$ cat src/rtl/updown_mod_counter.sv
// updown_mod_counter: synchronous up/down counter with programmable modulus,
// enable prescaler, parallel load and wrap-or-saturate boundary behaviour.
// Every state element updates on the same clock edge, so q never glitches.
//
// Parameters:
//   WIDTH     counter width in bits (1..32)
//   MAX_COUNT highest count value; counter ranges 0..MAX_COUNT
//   DIV       prescaler ratio; one step per DIV enabled cycles (1..65535)
//   SATURATE  0 = wrap at the boundary, 1 = hold at the boundary
//
// Ports:
//   clk       clock, rising edge
//   reset     asynchronous active-high reset of all state
//   en        count enable, feeds the prescaler
//   up_dn     direction (1 = up, 0 = down), used only on a step edge
//   clear     synchronous clear of count, prescaler, tc and ovf
//   load      synchronous parallel load (overrides en and any step)
//   load_val  value to load, clamped to MAX_COUNT
//   q         registered count
//   tc        registered one-cycle pulse following a boundary step
//   ovf       sticky boundary flag, cleared by clear or reset
module updown_mod_counter #(
    parameter int unsigned      WIDTH     = 8,
    parameter logic [WIDTH-1:0] MAX_COUNT = {WIDTH{1'b1}},
    parameter int unsigned      DIV       = 1,
    parameter int unsigned      SATURATE  = 0
) (
    input  logic             clk,
    input  logic             reset,
    input  logic             en,
    input  logic             up_dn,
    input  logic             clear,
    input  logic             load,
    input  logic [WIDTH-1:0] load_val,
    output logic [WIDTH-1:0] q,
    output logic             tc,
    output logic             ovf
);

    localparam int unsigned   PW       = 16;
    localparam logic [PW-1:0] PRE_LAST = PW'(DIV - 1);
    localparam bit            SAT      = (SATURATE != 0);

    logic [PW-1:0]    pre;
    logic [WIDTH-1:0] load_clamped_c;
    logic [WIDTH-1:0] step_q_c;
    logic             step_c;
    logic             boundary_c;

    // Next-count arithmetic; the boundary test precedes the +/-1 so the
    // count never passes through a value above MAX_COUNT.
    always_comb begin
        load_clamped_c = load_val;
        step_q_c       = q;
        step_c         = en && (pre == PRE_LAST);
        boundary_c     = 1'b0;

        if (load_val > MAX_COUNT) begin
            load_clamped_c = MAX_COUNT;
        end

        if (up_dn) begin
            boundary_c = (q == MAX_COUNT);
            if (boundary_c) begin
                step_q_c = SAT ? MAX_COUNT : WIDTH'(0);
            end else begin
                step_q_c = q + WIDTH'(1);
            end
        end else begin
            boundary_c = (q == WIDTH'(0));
            if (boundary_c) begin
                step_q_c = SAT ? WIDTH'(0) : MAX_COUNT;
            end else begin
                step_q_c = q - WIDTH'(1);
            end
        end
    end

    // State update, priority clear > load > step > hold.
    always_ff @(posedge clk or posedge reset) begin
        if (reset) begin
            q   <= '0;
            pre <= '0;
            tc  <= 1'b0;
            ovf <= 1'b0;
        end else if (clear) begin
            q   <= '0;
            pre <= '0;
            tc  <= 1'b0;
            ovf <= 1'b0;
        end else if (load) begin
            q   <= load_clamped_c;
            pre <= '0;
            tc  <= 1'b0;
        end else if (step_c) begin
            q   <= step_q_c;
            pre <= '0;
            tc  <= boundary_c;
            if (boundary_c) begin
                ovf <= 1'b1;
            end
        end else begin
            // en=0 freezes the prescaler in place
            if (en) begin
                pre <= pre + PW'(1);
            end
            tc <= 1'b0;
        end
    end

endmodule

$ cat config.mk
export PLATFORM = sky130hd
export DESIGN_NAME = updown_mod_counter
export DESIGN_NICKNAME = d
export VERILOG_FILES = /design/src/rtl/updown_mod_counter.sv
export SDC_FILE = /design/constraint.sdc
export NUM_CORES = 1
export LEC_CHECK = 0
export CAP_MARGIN = 20
export CORE_MARGIN = 4
export CORE_UTILIZATION = 54
export CTS_BUF_LIST = sky130_fd_sc_hd__clkbuf_8 sky130_fd_sc_hd__clkbuf_16
export DETAILED_ROUTE_END_ITERATION = 10
export PLACE_DENSITY = 0.83
export SLEW_MARGIN = 40
export SYNTH_ARGS = -nofsm -noshare
export SYNTH_HDL_FRONTEND = slang
export SYNTH_SLANG_ARGS = --single-unit
export TNS_END_PERCENT = 20
$ cat constraint.sdc
create_clock -name clk -period 2.4 [get_ports clk]
set_input_delay 0.24 -clock clk [delete_from_list [all_inputs] [get_ports clk]]
set_output_delay 0.24 -clock clk [all_outputs]
set_load 0.01 [all_outputs]
[Word-level counts from Yosys, hierarchy flattened]
Index checks and enable logic that the tools add are counted.
Cells by class
  add/subtract/negate cells: 3
  multipliers: 0
  div/mod/pow operators: 0
  $lt $le $gt $ge: 1
  equality and inequality tests: 2
  shift-type cells: 0
  muxes and demuxes: 19
  bitwise logic cells: 0
  reductions and logical operators: 8
Operators with widths (number)
  2-to-1 mux 16 bit: 4
  2-to-1 mux 8 bit: 7
  adder 16 x 1 -> 16 bit, second input constant: 1
  logical NOT 16 bit: 1
  adder 8 x 1 -> 8 bit, second input constant: 1
  == test 8 bit, second input constant: 1
  greater-than comparator 8 bit, second input constant: 1
  logical NOT 8 bit: 1
  2-to-1 mux 1 bit: 8
  subtractor 8 x 1 -> 8 bit, second input constant: 1
  nonzero test 2 bit: 2
  nonzero test 4 bit: 1
  AND reduction 3 bit: 1
  nonzero test 3 bit: 1
  inequality test 2 bit, second input constant: 1
  logical AND 1 bit: 1
Word-level totals
  register bits after elaboration: 26
  latch bits: 0
  RAM bits: 0
  bits in read-only memories: 0
  input port bits: 14
  output and inout bits: 10
  memories: 0

[Logic depth before layout (Yosys ltp)]
Gate-level depths: netlist of run 1.
  depth in word-level cells: 6
  depth in mapped cells: 8
  depth with buffers taken out: 7

[Worst setup path before layout of run 1]
Ideal clock, no wire load.
  path kind: flip-flop to flip-flop
  start point: reg q[0]
  end point: reg q[4]
  arrival: 1.622 ns
  data required time: 2.274 ns
  path slack: 0.652 ns
  cell stages (with the launch flop): 8
  clock period less this slack: 1.748 ns
  cells stage by stage: dfrtp_1 inv_1 ha_1 nor4b_2 a21oi_1 a221oi_1 a211oi_1 nor3_1
On the way
  longest elaborated chain between the ends: 6
Ends and longest elaborated chain
  start: declaration: RTL line 35  | output logic [WIDTH-1:0] q,
  start signal: assignment: RTL line 92  | q <= load_clamped_c;
  start signal: assignment: RTL line 96  | q <= step_q_c;
  subtractor 8 x 1 -> 8 bit (tied with other cells): RTL line 74  | step_q_c = q - WIDTH'(1);
  2-to-1 mux 8 bit (on tied branches): RTL line 71, 64
  2-to-1 mux 8 bit (*): RTL line 62  | if (up_dn) begin
  2-to-1 mux 8 bit (*): RTL line 95  | end else if (step_c) begin
  2-to-1 mux 8 bit (*): RTL line 91  | end else if (load) begin
  2-to-1 mux 8 bit (*): RTL line 86  | end else if (clear) begin
Mark *: on every way between the ends. The rest lies on a longest branch, timed or not. The select of a mux whose other input is x is not followed.
A chain may end at the register's enable or synchronous reset.

[Worst setup path in the final report of run 1]
  start point: reg pre[0]
  end point: reg q[0]
On the way
  longest elaborated chain between the ends: 3
Ends and longest elaborated chain
  start: declaration: RTL line 44  | logic [PW-1:0] pre;
  start signal: assignment: RTL line 105  | pre <= pre + PW'(1);
  logical NOT 16 bit: RTL line 55  | step_c = en && (pre == PRE_LAST);
  logical AND 1 bit: RTL line 55
  nonzero test 3 bit (no source line)
No other way between the ends.

==> results of run 1 <==
## routing by layer
layer	routed length [um]	track usage, %	up-vias
met5	0	0	-
li1	-	-	759
met4	66	7.25	0
met2	2040	36.0	41
met3	152	2.77	7
met1	1800	28.8	759
## where the power goes
group | internal [uW] | switching, uW
Clock | 113 | 132
Combinational | 101 | 112
Sequential | 450 | 24.9
Total | 663 | 268
## registers in the layout, indices dropped and copies added (netlist names)
| register | flops |
|---|---|
| tc | 1 |
| ovf | 1 |
| q | 8 |
| pre | 16 |
## placed cells by master (no fill, tap or decap), types with 2 or more instances in the layout
cell             Yosys  final
nor2b_1              3      3
nor4_2               2      2
nand4_1              7      7
and3_2               2      2
nand2_1             12     12
nor2_1              27     27
a21oi_1             14     14
nor3_1               7      7
clkdlybuf4s50_1      0     23
inv_1               13     13
nand2b_1             2      2
clkbuf_8             0      3
ha_1                 5      5
o211ai_1             3      3
buf_4                0      6
o21ai_0              7      7
a221oi_1             4      4
xor2_1              10     10
and3_1               3      3
a211oi_1             5      5
o21ai_1              2      2
nand3_1              7      7
nor4b_2              3      3
xnor2_1              5      5
dfrtp_1             26     26
## final cells by class
class | instances | area (sq um)
flip-flops and latches | 26 | 651
repair buffers | 29 | 275
inverters | 13 | 48.8
fillers | 270 | 1000
multi-input cells | 151 | 1000
clock buffers | 3 | 41.3
well taps | 44 | 55.1
## worst paths after layout
kind                                   from      end  slack (ps)  cells after the start
worst min register to register      pre[15]  pre[15]         590                      2
min in group clk                load_val[2]     q[2]         530                      3
worst min-delay path                  reset   pre[0]         320                      3
max in group asynchronous             reset  pre[12]        1830                      3
worst max register to register       pre[0]     q[0]         450                      8
worst max-delay path                 pre[0]     q[0]         450                      8
## critical path: cells and delay by family, from the launching register on
kind	cells	cell delay (ps)
DFF	1	410
AOI/OAI and AO/OA	1	120
buffers and inverters	2	290
adders and majority gates	1	170
and+or+nand+nor	4	890
## stage by stage
step	cell area (sq um)	worst slack (ps)	hold slack, ps	power, uW	util (%)
after floorplan	1760	652	280	610	-
after global placement	2030	291	558	691	66.1
after detailed placement	2030	222	571	694	66.1
after CTS	2070	424	328	936	67.4
after global routing	2070	236	367	984	67.4
final	2070	451	324	932	67.4
## kinds of logic (layout without fill, tap and decap cells)
kind of cell             after synthesis  after routing  share of synthesized area [%]
buffers and inverters                 23             45                           5.77
multiplexers                           1              1                          0.641
XOR/XNOR                              15             15                           7.48
AND/OR/NAND/NOR                       86             86                           28.8
flip-flops                            26             26                           37.1
adder cells (fa/ha/maj)                5              5                           3.56
AO/OA/AOI/OAI                         44             44                           16.7
==> qor.yml, run 1 <==
outcome: "finished clean"
wirelength_um: 4060
fmax_mhz: 513
coreArea_sq_um: 3080
slew_headroom_pct: 63.7
final-instance-count-excl-fill: 266
cts_made_buffers: 3
dieWidth_um: 65.0
drive_above_1_share_pct: 11.7
synthFlopType: "dfrtp_1"
fin_crit_sh_pct: 81.2
peakVddDrop_uv: 432
clock_skew_ps: 3.32
grt_first_pass_wirelength_um: 7130
vias: 1566
num_rows: 20
yosys.area.top_type: "dfrtp_1"
port_buffers: 23
slowest_stage: "dfrtp_1"
synthToLayoutAreaGrowth_pct: 18.2
syn_area_sq_um: 1760
yosys_warnings: 0
antenna_cells: 0
clk_pin_slew_worst_paths_ps: 80
cp_cell_sequence: "inv_1, ha_1, nor4b_2, nand4_1, buf_4, nand2b_1, nor2_1, a21oi_1"
yosysSeqAreaShare_pct: 37.1
grt_usage_pct: 21.6
yosysMostFrequentCell: "nor2_1"
yosys-top-cells-area: "dfrtp_1 37%, nor2_1 5.8%, xor2_1 5.0%, a21oi_1 4.0%, ha_1 3.6%"
viasPerCell: 5.89
nets: 243
cts-htree-levels: 1
p_leak_uw: 0.000843
cts-root-buf: "clkbuf_8"
critical_path_arrival_ps: 2150
die_h_um: 65.0
drt-initial-drc-count: 162
post_cts_buffers: 0
drc_errors: 0
powerDensity_nw_per_um2: 449
cts_buffer_depth: 2
yosys.cell_types.count: 47
cts.sinks: 26
clock_latency_ps: 270
criticalPathCategory: "reg2reg"
grt_pass1_vias: 1553
min_path_type: "in2async"
yosysTopAreaCellShare_pct: 37.1
final-max-slew-violation-count: 0
setup-violations-final: 0
setup-tns-final_ps: 0
io_pins: 24
post_cts_resized: 0
endpoint_kind: "flip-flop"
antenna_found_initial: 0
startpoint_type: "flip-flop"
post_drt_wl_per_cell_um: 15.3
hpwl_um: 3030
cts_tree: "done"
async_flop_share_pct: 100
critPathMaxStageDelay_ps: 410
die_area_sq_um: 4230
hold_violations: 0
netlist_instances: 200
ys_ff_latch: 26
start_util_pct: 57.0
finalCriticalPeriod_ps: 1950
synth_common_cells: "27 x nor2_1, 26 x dfrtp_1, 14 x a21oi_1"
grt_overflow: 0
cp.required_ps: 2600
dr.pass1.iters: 4
placedCellCount: 263
synth-edff-count: 0
max_cap_viol_count: 0
tightest_slew_ps: 544
syn_nets: 219
grt_max_degree: 27
cp_max_fo: 15
rsz0062_at_grt: "false"
place_congestion: 0.903
ant_nets: 0
syn_area_per_cell_sq_um: 8.78
holdBufCountCts: 0
No activity file was read; power rests on OpenSTA's default activity.
==> run 2, diff against run 1 <==
Settings changed: CORE_UTILIZATION 54 to 49, PLACE_DENSITY 0.83 to 0.79.
Clock period 2.4 ns to 1.75 ns, I/O delays scaled along.
==> qor.yml, run 2 (synthesis gave the netlist of run 1 again) <==
clock_skew_ps: 8.86  # +5.55 ps
placedCellCount: 296  # +13%
criticalPathCategory: "reg2reg"
die_area_sq_um: 4600  # +8.9%
antenna_cells: 0  # unchanged
r2r_cells: 6  # -2
p_leak_uw: 0.00107  # +26%
cts_made_buffers: 3  # unchanged
slew_headroom_pct: 76.7  # +13 points
dpl_cell_area_sq_um: 2270  # +12%
drt-initial-drc-count: 200  # +23%
reg2reg_to: "q[4]"
cp_cell_sequence: "nor4_2, nand4_1, buf_6, buf_4, a211oi_2, nor3_1"
critPathMaxStageDelay_ps: 420  # about the same
coreArea_sq_um: 3390  # +10%
rsz0062_at_grt: "true"
r2r_start: "pre[6]"
critical_path_arrival_ps: 1910  # -240 ps
grt_pass1_vias: 1764  # +14%
fin_crit_sh_pct: 100  # +19 points
layout.cells.most_common_list: "38 x buf_4, 26 x dfrtp_1, 25 x nor2_1"
dieWidth_um: 67.9  # +4.4%
grt_max_degree: 27  # unchanged
grt_usage_pct: 22.2  # +0.60 points
port_buffers: 23  # unchanged
hold_violations: 0  # unchanged
dr.pass1.iters: 4  # unchanged
grt_first_pass_wirelength_um: 7740  # +8.5%
holdWs_ps: 247  # -77.4 ps
io_pins: 24  # unchanged
min_path_type: "in2async"
final-max-slew-violation-count: 0  # unchanged
clk_pin_slew_worst_paths_ps: 80  # about the same
post_drt_wl_per_cell_um: 15.9  # +4.4%
powerDensity_nw_per_um2: 624  # +39%
peakVddDrop_uv: 437  # +0.98%
violations: "setup timing"
die_h_um: 67.9  # +4.4%
drc_errors: 0  # unchanged
slowest_stage: "dfrtp_1"
cp_max_fo: 5  # -10
wirelength_um: 4830  # +19%
synthToLayoutAreaGrowth_pct: 41.1
stdcell_area_sq_um: 2480  # +19%
cts_tree: "done"
fin_ws_ps: -2.19  # -453 ps
ant_nets: 0  # unchanged
rrSetupSlack_ps: -2  # -450 ps
vias: 1780  # +14%
tightest_slew_ps: 346  # -198 ps
drive_above_1_share_pct: 29.6  # +18 points
cts-htree-levels: 1  # unchanged
final-instance-count-excl-fill: 303  # +14%
critPathLaunch: "pre[6]"
top_regs: "pre x16, q x8"
largest_register_ffs: 16  # unchanged
num_rows: 21  # +5.0%
place_congestion: 0.988  # +9.5%
fmax_mhz: 571  # +11%
cp.required_ps: 1910  # -690 ps
top_register: "pre"
outcome: "finished with violations"
place_ws_ps: -70.8  # -293 ps
startpoint_type: "flip-flop"
cts-root-buf: "clkbuf_8"
clock_latency_ps: 280  # about the same
finalCriticalPeriod_ps: 1750  # -197 ps
grt_overflow: 0  # unchanged
viasPerCell: 5.87  # -0.21%
max_cap_viol_count: 0  # unchanged
nets: 277  # +14%
start_util_pct: 51.8  # -5.2 points
antenna_found_initial: 0  # unchanged
utilization_pct: 73.1  # +5.7 points
cts.sinks: 26  # unchanged
hpwl_um: 3580  # +18%
final_common_cell: "buf_4"
setup-violations-final: 2  # +2
cts_buffer_depth: 2  # unchanged
endpoint_kind: "flip-flop"
-- run 2: cell count changes in the layout (fill, tap and decap cells not counted), sizes merged --
cell / delta
buf: +34
bufinv: +1
-- run 2: layout make-up --
type | instances | area [sq um]
multi-input combinational | 151 | 1120
fill | 243 | 912
sequential | 26 | 651
timing repair buffer | 63 | 532
tap | 46 | 57.6
inverter | 13 | 48.8
clock buffer | 3 | 41.3
clock inverter | 1 | 30.0
-- run 2: how the worst max path moves through the flow --
stage / slack, ps / endpoint / cells after the start
after floorplan: 2 / q[4] / 7
final: -2 / q[4] / 6
after CTS: 8 / q[4] / 8
after detailed placement: -70 / q[4] / 7
after global routing: -100 / q[6] / 8
after global placement: -6 / q[5] / 6
-- run 2: per-stage QoR --
stage	total power, uW	TNS [ps]
after global routing	1620	-1290
after detailed placement	1010	-140
final	1550	-4.37
after CTS	1520	0
after floorplan	837	0
after global placement	998	-5.56
-- run 2: critical path: cells and delay by family, from the launching register on --
| kind | cells | cell delay [ps] |
|---|---|---|
| compound gates | 1 | 180 |
| buf+inv | 2 | 360 |
| flops | 1 | 420 |
| simple gates | 3 | 680 |
-- run 2: report_power, final --
group          switching (uW)  leakage [uW]  total (uW)  internal [uW]
clock                     189     0.0000357         496            306
combinational             210      0.000675         413            202
sequential               21.3      0.000354         638            617
total                     421       0.00107        1550           1130
-- run 2: timing repair --
item                                    in CTS  in global routing
resized for setup                            3                 21
gates cloned                                 0                  1
hold buffers                                 0                  0
setup buffers                                0                  2
pin swaps                                    0                  9
endpoints found under the setup margin       4                 24
-- run 2: per-layer routing --
metal / routed length, um / GRT usage [%] / share of wire [%]
met1: 1950 / 24.9 / 40
met2: 2490 / 40.6 / 51
met3: 252 / 3.61 / 5.2
met4: 141 / 10.4 / 2.9
met5: 0 / 0 / 0
==> run 3, diff against run 2 <==
Settings changed: ABC_CLOCK_PERIOD_IN_PS from default to 1750.
==> results of run 3 <==
Same layout as run 2: the final DEF is identical, and so are final timing and power.
